--- src/rtl/obi_apb_bridge.sv ---
// OBI to APB4 bridge: one outstanding transfer, address-decoded completer select,
// optional ACCESS-phase timeout that answers with an error response.
module obi_apb_bridge #(
  parameter int unsigned AW      = 32,
  parameter int unsigned DW      = 32,
  parameter int unsigned NSLV    = 4,
  parameter int unsigned SEL_LSB = 12,
  parameter int unsigned TIMEOUT = 16
) (
  input  logic                 clk_i,
  input  logic                 rst_i,
  input  logic                 obi_req_i,
  output logic                 obi_gnt_o,
  input  logic [AW-1:0]        obi_addr_i,
  input  logic                 obi_we_i,
  input  logic [DW/8-1:0]      obi_be_i,
  input  logic [DW-1:0]        obi_wdata_i,
  output logic                 obi_rvalid_o,
  output logic [DW-1:0]        obi_rdata_o,
  output logic                 obi_err_o,
  output logic [AW-1:0]        apb_paddr_o,
  output logic [2:0]           apb_pprot_o,
  output logic [NSLV-1:0]      apb_psel_o,
  output logic                 apb_penable_o,
  output logic                 apb_pwrite_o,
  output logic [DW-1:0]        apb_pwdata_o,
  output logic [DW/8-1:0]      apb_pstrb_o,
  input  logic [NSLV*DW-1:0]   apb_prdata_i,
  input  logic [NSLV-1:0]      apb_pready_i,
  input  logic [NSLV-1:0]      apb_pslverr_i
);

  localparam int unsigned BW = DW / 8;
  localparam int unsigned SW = (NSLV > 1) ? $clog2(NSLV) : 1;
  localparam int unsigned CW = (TIMEOUT > 1) ? $clog2(TIMEOUT) : 1;

  typedef enum logic [1:0] {IDLE, SETUP, ACCESS, RESP} state_e;

  state_e         state_q, state_d;
  logic [AW-1:0]  addr_q;
  logic           we_q;
  logic [BW-1:0]  be_q;
  logic [DW-1:0]  wdata_q;
  logic [SW-1:0]  idx_q, sel_idx;
  logic [DW-1:0]  rdata_q, rdata_d;
  logic           err_q, err_d;
  logic [CW-1:0]  cnt_q, cnt_d;
  logic           hs, dec_err, expired;
  logic           ready_sel, slverr_sel;
  logic [DW-1:0]  prdata_sel;

  // A single completer needs no select field.
  generate
    if (NSLV > 1) begin : g_sel
      assign sel_idx = obi_addr_i[SEL_LSB +: SW];
    end else begin : g_nosel
      assign sel_idx = '0;
    end
  endgenerate

  assign hs         = obi_gnt_o;
  assign dec_err    = 32'(sel_idx) >= NSLV;
  assign ready_sel  = apb_pready_i[idx_q];
  assign slverr_sel = apb_pslverr_i[idx_q];
  assign prdata_sel = apb_prdata_i[idx_q*DW +: DW];
  assign expired    = (TIMEOUT != 0) && (cnt_q == CW'(TIMEOUT - 1));

  always_ff @(posedge clk_i) begin
    if (rst_i) begin
      state_q <= IDLE;
      addr_q  <= '0;
      we_q    <= 1'b0;
      be_q    <= '0;
      wdata_q <= '0;
      idx_q   <= '0;
      rdata_q <= '0;
      err_q   <= 1'b0;
      cnt_q   <= '0;
    end else begin
      state_q <= state_d;
      rdata_q <= rdata_d;
      err_q   <= err_d;
      cnt_q   <= cnt_d;
      // Read strobes and write data are zeroed at capture so APB sees clean values.
      if (hs) begin
        addr_q  <= obi_addr_i;
        we_q    <= obi_we_i;
        be_q    <= obi_we_i ? obi_be_i : '0;
        wdata_q <= obi_we_i ? obi_wdata_i : '0;
        idx_q   <= sel_idx;
      end
    end
  end

  always_comb begin
    state_d = state_q;
    rdata_d = rdata_q;
    err_d   = err_q;
    cnt_d   = cnt_q;
    case (state_q)
      IDLE: begin
        if (hs) begin
          rdata_d = '0;
          err_d   = dec_err;
          state_d = dec_err ? RESP : SETUP;
        end
      end
      SETUP: begin
        cnt_d   = '0;
        state_d = ACCESS;
      end
      ACCESS: begin
        // pready takes priority over an expiring timeout.
        if (ready_sel) begin
          rdata_d = we_q ? '0 : prdata_sel;
          err_d   = slverr_sel;
          state_d = RESP;
        end else if (expired) begin
          rdata_d = '0;
          err_d   = 1'b1;
          state_d = RESP;
        end else begin
          cnt_d = cnt_q + CW'(1);
        end
      end
      RESP:    state_d = IDLE;
      default: state_d = IDLE;
    endcase
  end

  assign obi_gnt_o     = (state_q == IDLE) && obi_req_i && !rst_i;
  assign obi_rvalid_o  = (state_q == RESP);
  assign obi_rdata_o   = obi_rvalid_o ? rdata_q : '0;
  assign obi_err_o     = obi_rvalid_o && err_q;
  assign apb_paddr_o   = addr_q;
  assign apb_pprot_o   = 3'b010;
  assign apb_pwrite_o  = we_q;
  assign apb_pwdata_o  = wdata_q;
  assign apb_pstrb_o   = be_q;
  assign apb_penable_o = (state_q == ACCESS);
  assign apb_psel_o    = ((state_q == SETUP) || (state_q == ACCESS)) ? (NSLV'(1) << idx_q) : '0;

endmodule

--- config.mk ---
export PLATFORM = sky130hd
export DESIGN_NAME = obi_apb_bridge
export DESIGN_NICKNAME = d
export VERILOG_FILES = /design/src/rtl/obi_apb_bridge.sv
export SDC_FILE = /design/constraint.sdc
export NUM_CORES = 1
export LEC_CHECK = 0
export BUFFER_PORTS_ARGS = -buffer_cell sky130_fd_sc_hd__buf_4
export CORE_AREA = 3 3 165 103
export DETAILED_ROUTE_END_ITERATION = 10
export DIE_AREA = 0 0 168 106
export PLACE_DENSITY_LB_ADDON = 0.08
export SLEW_MARGIN = 20
export SYNTH_ARGS = -nofsm -noshare
export SYNTH_HDL_FRONTEND = slang
export SYNTH_SLANG_ARGS = --single-unit
--- constraint.sdc ---
create_clock -name clk_i -period 2.29 [get_ports clk_i]
set_input_delay 0.458 -clock clk_i [delete_from_list [all_inputs] [get_ports clk_i]]
set_output_delay 0.458 -clock clk_i [all_outputs]
set_load 0.05 [all_outputs]
==> qor.yml, run 1 <==
sta:
  setup_viol: 0
  tns_ns: 0
  rsz0062_at_grt: "no"
  slew_headroom_pct: 38.8
  period_share_pct: 92.7
  min_period_ns: 2.12
  hold_viol_final: 0
  clock_skew_ns: 0.00980
  fmax_mhz: 471
  holdWs_ns: 0.348
  finalMaxSlewViolations: 0
  tightestPinTransition_ns: 0.918
yosys:
  synth_largest_area_cell: "dfxtp_1"
  synth_area_leaders: "dfxtp_1 (40%), mux4_2 (14%), nand2_1 (7.5%), a21oi_1 (6.8%), o21ai_0 (5.2%)"
  synth_cell_type_count: 32
  synth_warnings: 0
  synth_area_um2: 5380
  synth_top_area_share_pct: 40.2
  seq_area_frac_synth_pct: 40.2
  ys_ff_latch: 108
  avgSynthCellArea_um2: 8.56
  netlist_instances: 629
route:
  vias: 5653
  wl_per_cell_um: 16.8
  drt_iter0_markers: 328
  viasPerCell: 5.07
  firstDrtPassIters: 5
  drc: 0
  ant_nets: 0
  finalWirelength_mm: 18.7
clock_network:
  path_clk_slew_ns: 0.08
  numCtsBuffers: 9
  cts_tree: "done"
  cts_setup_buffers: 0
  cts_root_buf: "clkbuf_16"
  h-tree-depth: 3
  clock_latency_ns: 0.34
  cts_buffer_depth: 2
  cts_sinks: 108
  cts_hold_buf: 0
placement:
  placed_cell_area_um2: 7930
  io_buffers: 316
  hpwl_mm: 13.9
  gp_congestion: 0.820
pwr:
  internal_power_uw: 4040
  seqPwrFrac_pct: 30.8
  switchingPower_uw: 3140
  p_comb_share_pct: 48.1
  p_clk_share_pct: 21.0
  vdd_drop_max_mv: 0.715
  switching_share_pct: 43.8
  p_leak_uw: 0.00349
  totalPowerFinal_uw: 7180
  powerDensity_nw_per_um2: 874
layout:
  antenna_cells: 0
  area_growth_pct: 52.6
  fin_area_um2: 8210
  fin_nets: 1121
  drive_gt1_share_pct: 43.2
  fillers: 1400
setup_path:
  endpoint_kind: "primary output"
  criticalPathCategory: "reg2out"
  required_ns: 1.83
  reg2reg_setup_slack_ns: 0.34
  crit_fanout: 11
  cp-start-kind: "flip-flop"
  cp.arrival_ns: 1.67
die:
  dieWidth_um: 168
  dieHeight_um: 106
  core_area_um2: 15400
  io_pins: 320
  initial_core_util_pct: 35.0
  dieArea_um2: 17800
  row_count: 35
grt:
  grt_pass1_vias: 5621
  grt_max_degree: 87
  track_usage_pct: 20.2
  antenna_found_initial: 0
  overflow: 0
  grt_first_pass_wirelength_mm: 29.5
outcome:
  status: "finished clean"
hold_path:
  hp-class: "in2reg"
run:
  drv_cap: 0
cells in the final DEF, fill, tap and decap left out, types with 2 or more instances in the layout:
cell type,instances
o21ai_1,9
inv_6,2
dfxtp_2,2
mux4_2,34
and2_1,33
buf_4,329
nand3_1,38
clkinv_4,3
o211ai_1,2
dfxtp_1,106
nor2_2,3
buf_12,3
clkbuf_16,9
nand2_1,106
ha_1,4
a21oi_1,73
conb_1,3
nor2b_1,34
inv_1,5
nor2_1,5
nand4_1,34
o21ai_0,56
a211oi_1,2
synth_stat cells:
library cell and count:
and3_1 2, nand2_1 107, buf_1 11, nor3b_1 2
nand4_1 34, nand3_1 38, ha_1 5, o21ai_0 56
or2_2 1, a21oi_1 73, or3_1 1, mux2i_1 1
buf_4 4, dfxtp_1 108, o31ai_1 1, buf_2 8
clkbuf_2 2, clkbuf_1 40, mux4_2 34, o211ai_1 2
a211o_1 1, inv_1 5, nor2_1 9, nand4b_1 1
nand2b_1 1, nor2b_1 34, o32ai_4 1, conb_1 2
and3b_1 1, o21ai_1 9, a211oi_1 2, and2_1 33
registers in the layout (all words and copies together), names as in the netlist:
name,count
apb_paddr_o,32
apb_pwdata_o,32
rdata_q,32
apb_pstrb_o,4
cnt_q,4
state_q,2
apb_pwrite_o,1
err_q,1
per-layer routing:
| layer | GRT usage (%) | up-vias | routed length, µm |
|---|---|---|---|
| met4 | 4.50 | 0 | 301 |
| met5 | 0 | - | 0 |
| met2 | 34.2 | 231 | 9050 |
| li1 | - | 2758 | - |
| met3 | 5.13 | 19 | 1520 |
| met1 | 26.1 | 2645 | 7830 |
worst max-delay path, stage by stage (launching register included):
cell and delay, ns:
dfxtp_1 0.39, inv_1 0.09, ha_2 0.44, nor3b_2 0.19, buf_4 0.22
what timing repair did:
| item | 4_1_cts | 5_1_grt |
|---|---|---|
| endpoints found under the setup margin | 0 | 3 |
| endpoints found under the hold margin | 0 | 0 |
| resized for setup | 0 | 1 |
power by group through the flow:
stage	clock network [µW]	logic (µW)	registers (µW)
2_1_floorplan	0	1670	2830
3_3_place_gp	0	3390	2250
5_1_grt	1630	3760	2240
6_report	1510	3460	2210
3_5_place_dp	0	3460	2260
4_1_cts	1550	3470	2210
final cells by class:
class | instances | area (µm²) | share of cell area (%)
Clock inverter | 6 | 55.1 | 0.670
Multi-Input combinational cell | 452 | 2960 | 36.1
Tap cell | 203 | 254 | 3.09
Inverter | 5 | 18.8 | 0.228
Sequential cell | 108 | 2160 | 26.4
Clock buffer | 10 | 229 | 2.79
Timing Repair Buffer | 332 | 2530 | 30.8
logic make-up after synthesis:
family                     count (synthesis)  synth area share (%)
and+or+nand+nor                          264                  24.5
AOI/OAI and AO/OA                        145                  14.2
DFF                                      108                  40.2
buffers and inverters                     70                  5.39
muxes                                     35                  14.4
adders and majority gates                  5                  1.16
other                                      2                 0.139
metrics by stage:
stage | setup WS [ns] | util [%] | instances
floorplan | 0.0539 | - | 630
global placement | 0.233 | 51.6 | 1100
detailed placement | 0.193 | 51.6 | 1100
CTS | 0.0858 | 53.4 | 1116
global route | 0.0552 | 53.4 | 1116
finish | 0.166 | 53.4 | 1116
path summary, 6_finish.rpt:
| kind | start | to | depth (start not counted) |
|---|---|---|---|
| worst max-delay path | state_q[1]$_SDFFE_PP0P_ | apb_psel_o[0] | 4 |
| worst min-delay path | obi_addr_i[13] | apb_paddr_o[13]$_SDFFE_PP0P_ | 3 |
| worst max register to register | apb_paddr_o[12]$_SDFFE_PP0P_ | rdata_q[9]$_SDFFE_PP0P_ | 5 |
| worst min register to register | apb_pwdata_o[2]$_SDFFE_PP0P_ | apb_pwdata_o[2]$_SDFFE_PP0P_ | 2 |
(Power assumes the default switching activity.)
==> run 2: changes to the inputs <==
- CORE_AREA: 3 3 165 103 -> 2 2 164 102
- DIE_AREA: 0 0 168 106 -> 0 0 166 104
==> qor.yml, run 2 (same netlist as run 1, synthesis figures left out) <==
clock_network:
  cts_setup_buffers: 0  # unchanged
  h-tree-depth: 3  # unchanged
  numCtsBuffers: 9  # unchanged
  cts_sinks: 108  # unchanged
  cts_buffer_depth: 2  # unchanged
  path_clk_slew_ns: 0.08  # about the same
  cts_root_buf: "clkbuf_16"
  cts_tree: "done"
  clock_latency_ns: 0.35  # about the same
sta:
  fmax_mhz: 461  # -2.2%
  min_period_ns: 2.17  # +0.0469 ns
  rsz0062_at_grt: "no"
  slew_headroom_pct: 55.9  # +17 points
  setup_viol: 0  # unchanged
  period_share_pct: 94.8  # +2.0 points
  tns_ns: 0  # unchanged
  tightestPinTransition_ns: 0.662  # -0.256 ns
  clock_skew_ns: 0.0115  # +0.00168 ns
  finalMaxSlewViolations: 0  # unchanged
  hold_viol_final: 0  # unchanged
pwr:
  vdd_drop_max_mv: 0.624  # -13%
  powerDensity_nw_per_um2: 881  # +0.81%
  p_leak_uw: 0.00350  # +0.36%
layout:
  drive_gt1_share_pct: 43.3  # +0.11 points
  final_common_cell: "buf_4"
  final_util_pct: 52.2  # -1.2 points
  fin_nets: 1121  # unchanged
  final_cell_mix: "buf_4 (328), nand2_1 (106), dfxtp_1 (106)"
  fillers: 1511  # +7.9%
  area_growth_pct: 53.4
  antenna_cells: 0  # unchanged
route:
  vias: 5703  # +0.88%
  viasPerCell: 5.08  # +0.34%
  firstDrtPassIters: 7  # +2
  wl_per_cell_um: 16.8  # about the same
  ant_nets: 0  # unchanged
  finalWirelength_mm: 18.8  # +0.56%
  drt_iter0_markers: 319  # -2.7%
  drc: 0  # unchanged
setup_path:
  critPathBufInv: 2  # unchanged
  crit_fanout: 11  # unchanged
  cp-start-kind: "flip-flop"
  cp_top_family: "adder cells"
  crit_slowest_cell: "ha_2"
  required_ns: 1.83  # about the same
  endpoint_kind: "primary output"
  criticalPathCategory: "reg2out"
  cp.arrival_ns: 1.71  # +0.04 ns
  worstPathCellList: "inv_1 -> ha_2 -> nor3b_2 -> buf_4"
  slowest_delay_ns: 0.47  # +0.03 ns
die:
  io_pins: 320  # unchanged
  dieHeight_um: 104  # -1.9%
  initial_core_util_pct: 34.1  # -0.97 points
  row_count: 36  # +2.9%
  dieArea_um2: 17300  # -3.1%
  core_area_um2: 15800  # +2.9%
  dieWidth_um: 166  # -1.2%
placement:
  gp_congestion: 0.824  # +0.43%
  io_buffers: 316  # unchanged
  hpwl_mm: 13.6  # -1.6%
hold_path:
  hp-class: "in2reg"
grt:
  grt_max_degree: 70  # -20%
  grt_first_pass_wirelength_mm: 29.3  # -0.87%
  antenna_found_initial: 0  # unchanged
  overflow: 0  # unchanged
  track_usage_pct: 21.0  # +0.80 points
  grt_pass1_vias: 5468  # -2.7%
run:
  drv_cap: 0  # unchanged
outcome:
  status: "finished clean"
==> run 2: repair_timing <==
action | 4_1_cts | 5_1_grt
hold buffers | 0 | 0
resized for setup | 1 | 0
endpoints found under the setup margin | 1 | 0
==> run 2: stage by stage <==
step | hold WS, ns | setup WS [ns] | total power (µW) | cells | instance area (µm²)
2_1_floorplan | 0.445 | 0.0539 | 4500 | 630 | 5400
3_3_place_gp | 0.439 | 0.192 | 5650 | 1106 | 7950
3_5_place_dp | 0.446 | 0.188 | 5740 | 1106 | 7950
4_1_cts | 0.326 | 0.0862 | 7330 | 1122 | 8260
5_1_grt | 0.338 | 0.0211 | 7650 | 1122 | 8260
6_report | 0.339 | 0.120 | 7280 | 1122 | 8260
==> run 2: cell type report <==
class	count	area [µm²]	area share [%]
inverters	5	18.8	0.227
well taps	209	262	3.17
clock inverters	7	85.1	1.03
repair buffers	332	2540	30.8
flip-flops and latches	108	2160	26.2
multi-input cells	452	2960	35.9
clock buffers	9	225	2.73
==> run 2: worst paths after layout <==
check,endpoint,slack [ns],from,cells past startpoint
worst max-delay path,apb_psel_o[0],0.12,state_q[1]$_SDFFE_PP0P_,4
worst min-delay path,apb_paddr_o[13]$_SDFFE_PP0P_,0.34,obi_addr_i[13],3
worst max register to register,err_q$_SDFFE_PP0P_,0.33,apb_paddr_o[12]$_SDFFE_PP0P_,5
worst min register to register,apb_pwdata_o[17]$_SDFFE_PP0P_,0.45,apb_pwdata_o[17]$_SDFFE_PP0P_,2
==> run 2: worst reg2reg max path, cell delays in order, from the launching register on <==
cell and delay [ns]:
dfxtp_2 0.38, mux4_2 0.58, buf_4 0.31, nor2b_1 0.19, or3_1 0.29, a21oi_1 0.14
==> run 2: metal layers <==
layer / wire, µm / track usage (%) / part of all wire (%) / vias to the layer above
met5: 0 / 0 / 0 / -
met4: 296 / 5.53 / 1.6 / 0
met3: 1340 / 6.05 / 7.1 / 23
met2: 9000 / 34.7 / 48 / 235
met1: 8160 / 26.9 / 43 / 2686
li1: - / - / - / 2759
==> run 2: power breakdown <==
part / switching (µW) / leakage (µW) / internal [µW] / total (µW)
Clock: 787 / 0.000146 / 778 / 1570
Sequential: 124 / 0.000879 / 2090 / 2220
Combinational: 2300 / 0.00247 / 1190 / 3490
==> run 3: changes to the inputs <==
- clock period: 2.29 -> 2.05 ns (I/O delays scaled with it)
==> qor.yml, run 3 (same netlist as run 1, synthesis figures left out) <==
die:
  dieArea_um2: 17300  # unchanged
  initial_core_util_pct: 34.1  # unchanged
  io_pins: 320  # unchanged
  dieHeight_um: 104  # unchanged
  row_count: 36  # unchanged
  core_area_um2: 15800  # unchanged
  dieWidth_um: 166  # unchanged
pwr:
  powerDensity_nw_per_um2: 991  # +13%
  vdd_drop_max_mv: 0.538  # -14%
  switchingPower_uw: 3610  # +12%
  p_leak_uw: 0.00353  # +0.86%
  internal_power_uw: 4650  # +15%
  p_clk_share_pct: 21.3  # -0.2 points
  p_comb_share_pct: 48.7  # +0.7 points
  switching_share_pct: 43.7  # -0.49 points
  seqPwrFrac_pct: 30.0  # -0.5 points
route:
  drt_iter0_markers: 462  # +45%
  firstDrtPassIters: 5  # -2
  vias: 5756  # +0.93%
  finalWirelength_mm: 18.9  # +0.36%
  ant_nets: 0  # unchanged
  drc: 0  # unchanged
  viasPerCell: 5.11  # +0.57%
  wl_per_cell_um: 16.8  # about the same
hold_path:
  holdCritStartpoint: "obi_addr_i[15]"
  hp-class: "in2reg"
layout:
  final_cell_mix: "buf_4 (327), nand2_1 (106), dfxtp_1 (105)"
  antenna_cells: 0  # unchanged
  fin_nets: 1125  # +0.36%
  fin_area_um2: 8330  # +0.89%
  final_common_cell: "buf_4"
  area_growth_pct: 54.8
  drive_gt1_share_pct: 43.8  # +0.57 points
setup_path:
  slowest_delay_ns: 0.39  # -0.08 ns
  endpoint_kind: "primary output"
  crit_fanout: 5  # -6
  startpoint: "state_q[0]$_SDFFE_PP0P_"
  cp.arrival_ns: 1.55  # -0.16 ns
  required_ns: 1.64  # -0.19 ns
  criticalPathCategory: "reg2out"
  cp-start-kind: "flip-flop"
  r2r-start: "apb_paddr_o[12]$_SDFFE_PP0P_"
  r2r-end: "rdata_q[31]$_SDFFE_PP0P_"
  cp-endpoint: "apb_psel_o[2]"
  crit_slowest_cell: "ha_2"
  r2r_cells: 5  # unchanged
  reg2reg_setup_slack_ns: 0.18  # -0.15 ns
  worstPathCellList: "inv_1 -> ha_2 -> and3b_2 -> buf_4"
sta:
  slew_headroom_pct: 59.6  # +3.7 points
  min_period_ns: 1.96
  finalMaxSlewViolations: 0  # unchanged
  holdWs_ns: 0.299  # -0.0398 ns
  fmax_mhz: 510
  tightestPinTransition_ns: 0.606  # -0.0559 ns
  clock_skew_ns: 0.0142  # +0.00270 ns
  setup_viol: 0  # unchanged
  hold_viol_final: 0  # unchanged
  period_share_pct: 95.7
clock_network:
  path_clk_slew_ns: 0.08  # about the same
  cts_sinks: 108  # unchanged
  cts_tree: "done"
  clock_latency_ns: 0.35  # about the same
  cts_root_buf: "clkbuf_16"
  h-tree-depth: 3  # unchanged
  cts_buffer_depth: 2  # unchanged
  numCtsBuffers: 9  # unchanged
placement:
  io_buffers: 316  # unchanged
  gp_congestion: 0.775  # -5.9%
  placed_cell_area_um2: 8020  # +0.91%
  hpwl_mm: 13.9  # +2.0%
grt:
  grt_pass1_vias: 5579  # +2.0%
  track_usage_pct: 21.1  # +0.16 points
  grt_first_pass_wirelength_mm: 29.4  # +0.59%
  grt_max_degree: 70  # unchanged
  antenna_found_initial: 0  # unchanged
  overflow: 0  # unchanged
outcome:
  status: "finished clean"
run:
  drv_cap: 0  # unchanged
## run 3: changes by cell type in the layout (fill, tap and decap cells not counted), moves of 2 or more
cell / delta
inv_6: +3
buf_6: +2
buf_12: +3
clkinv_4: -2
## run 3: worst min path at each step
stage | slack (ns) | cells after the start | end
3_5_place_dp | 0.45 | 2 | apb_pwdata_o[9]$_SDFFE_PP0P_
4_1_cts | 0.29 | 3 | apb_paddr_o[15]$_SDFFE_PP0P_
6_report | 0.30 | 3 | apb_paddr_o[15]$_SDFFE_PP0P_
5_1_grt | 0.29 | 3 | apb_paddr_o[0]$_SDFFE_PP0P_
2_1_floorplan | 0.44 | 2 | err_q$_SDFFE_PP0P_
3_3_place_gp | 0.44 | 2 | apb_pwdata_o[28]$_SDFFE_PP0P_
## run 3: per-layer routing
metal	global-route usage, %	routed length [µm]	vias to the layer above
li1	-	-	2770
met1	27.8	8370	2724
met2	35.2	9010	243
met3	5.29	1250	19
met4	4.41	252	0
met5	0	0	-
## run 3: worst max-delay path: cells and delay by family (launching register included)
family	cells	cell delay [ns]
fa+ha+maj	1	0.39
flops	1	0.34
buf+inv	2	0.28
simple gates	1	0.19
## run 3: through the flow
| step | setup TNS [ns] | setup WS (ns) | cells | power (µW) | utilization (%) |
|---|---|---|---|---|---|
| after detailed placement | 0 | 0.0791 | 1110 | 6520 | 50.7 |
| final | 0 | 0.0886 | 1126 | 8260 | 52.7 |
| after global routing | -0.0110 | -0.0110 | 1126 | 8730 | 52.7 |
| after CTS | 0 | 0.00900 | 1126 | 8290 | 52.6 |
| after floorplan | 0 | 0.00554 | 630 | 5030 | - |
| after global placement | 0 | 0.102 | 1110 | 6440 | 50.7 |
## run 3: final cells by class
type / instances / area [µm²]
multi-input combinational: 452 / 2970
inverter: 5 / 18.8
fill: 1497 / 7480
timing repair buffer: 336 / 2620
sequential: 108 / 2170
clock inverter: 7 / 77.6
clock buffer: 9 / 225
tap: 209 / 262
## run 3: power groups by stage
| stage | Sequential, µW | Combinational, µW | Clock (µW) |
|---|---|---|---|
| after floorplan | 3160 | 1870 | 0 |
| after global placement | 2510 | 3930 | 0 |
| after detailed placement | 2520 | 3990 | 0 |
| after CTS | 2480 | 4010 | 1810 |
| after global routing | 2510 | 4320 | 1910 |
| final | 2480 | 4020 | 1760 |
## run 3: what timing repair did
action / 4_1_cts / 5_1_grt
hold buffers: 0 / 0
endpoints found under the setup margin: 0 / 37
setup buffers: 0 / 0
resized for setup: 0 / 4
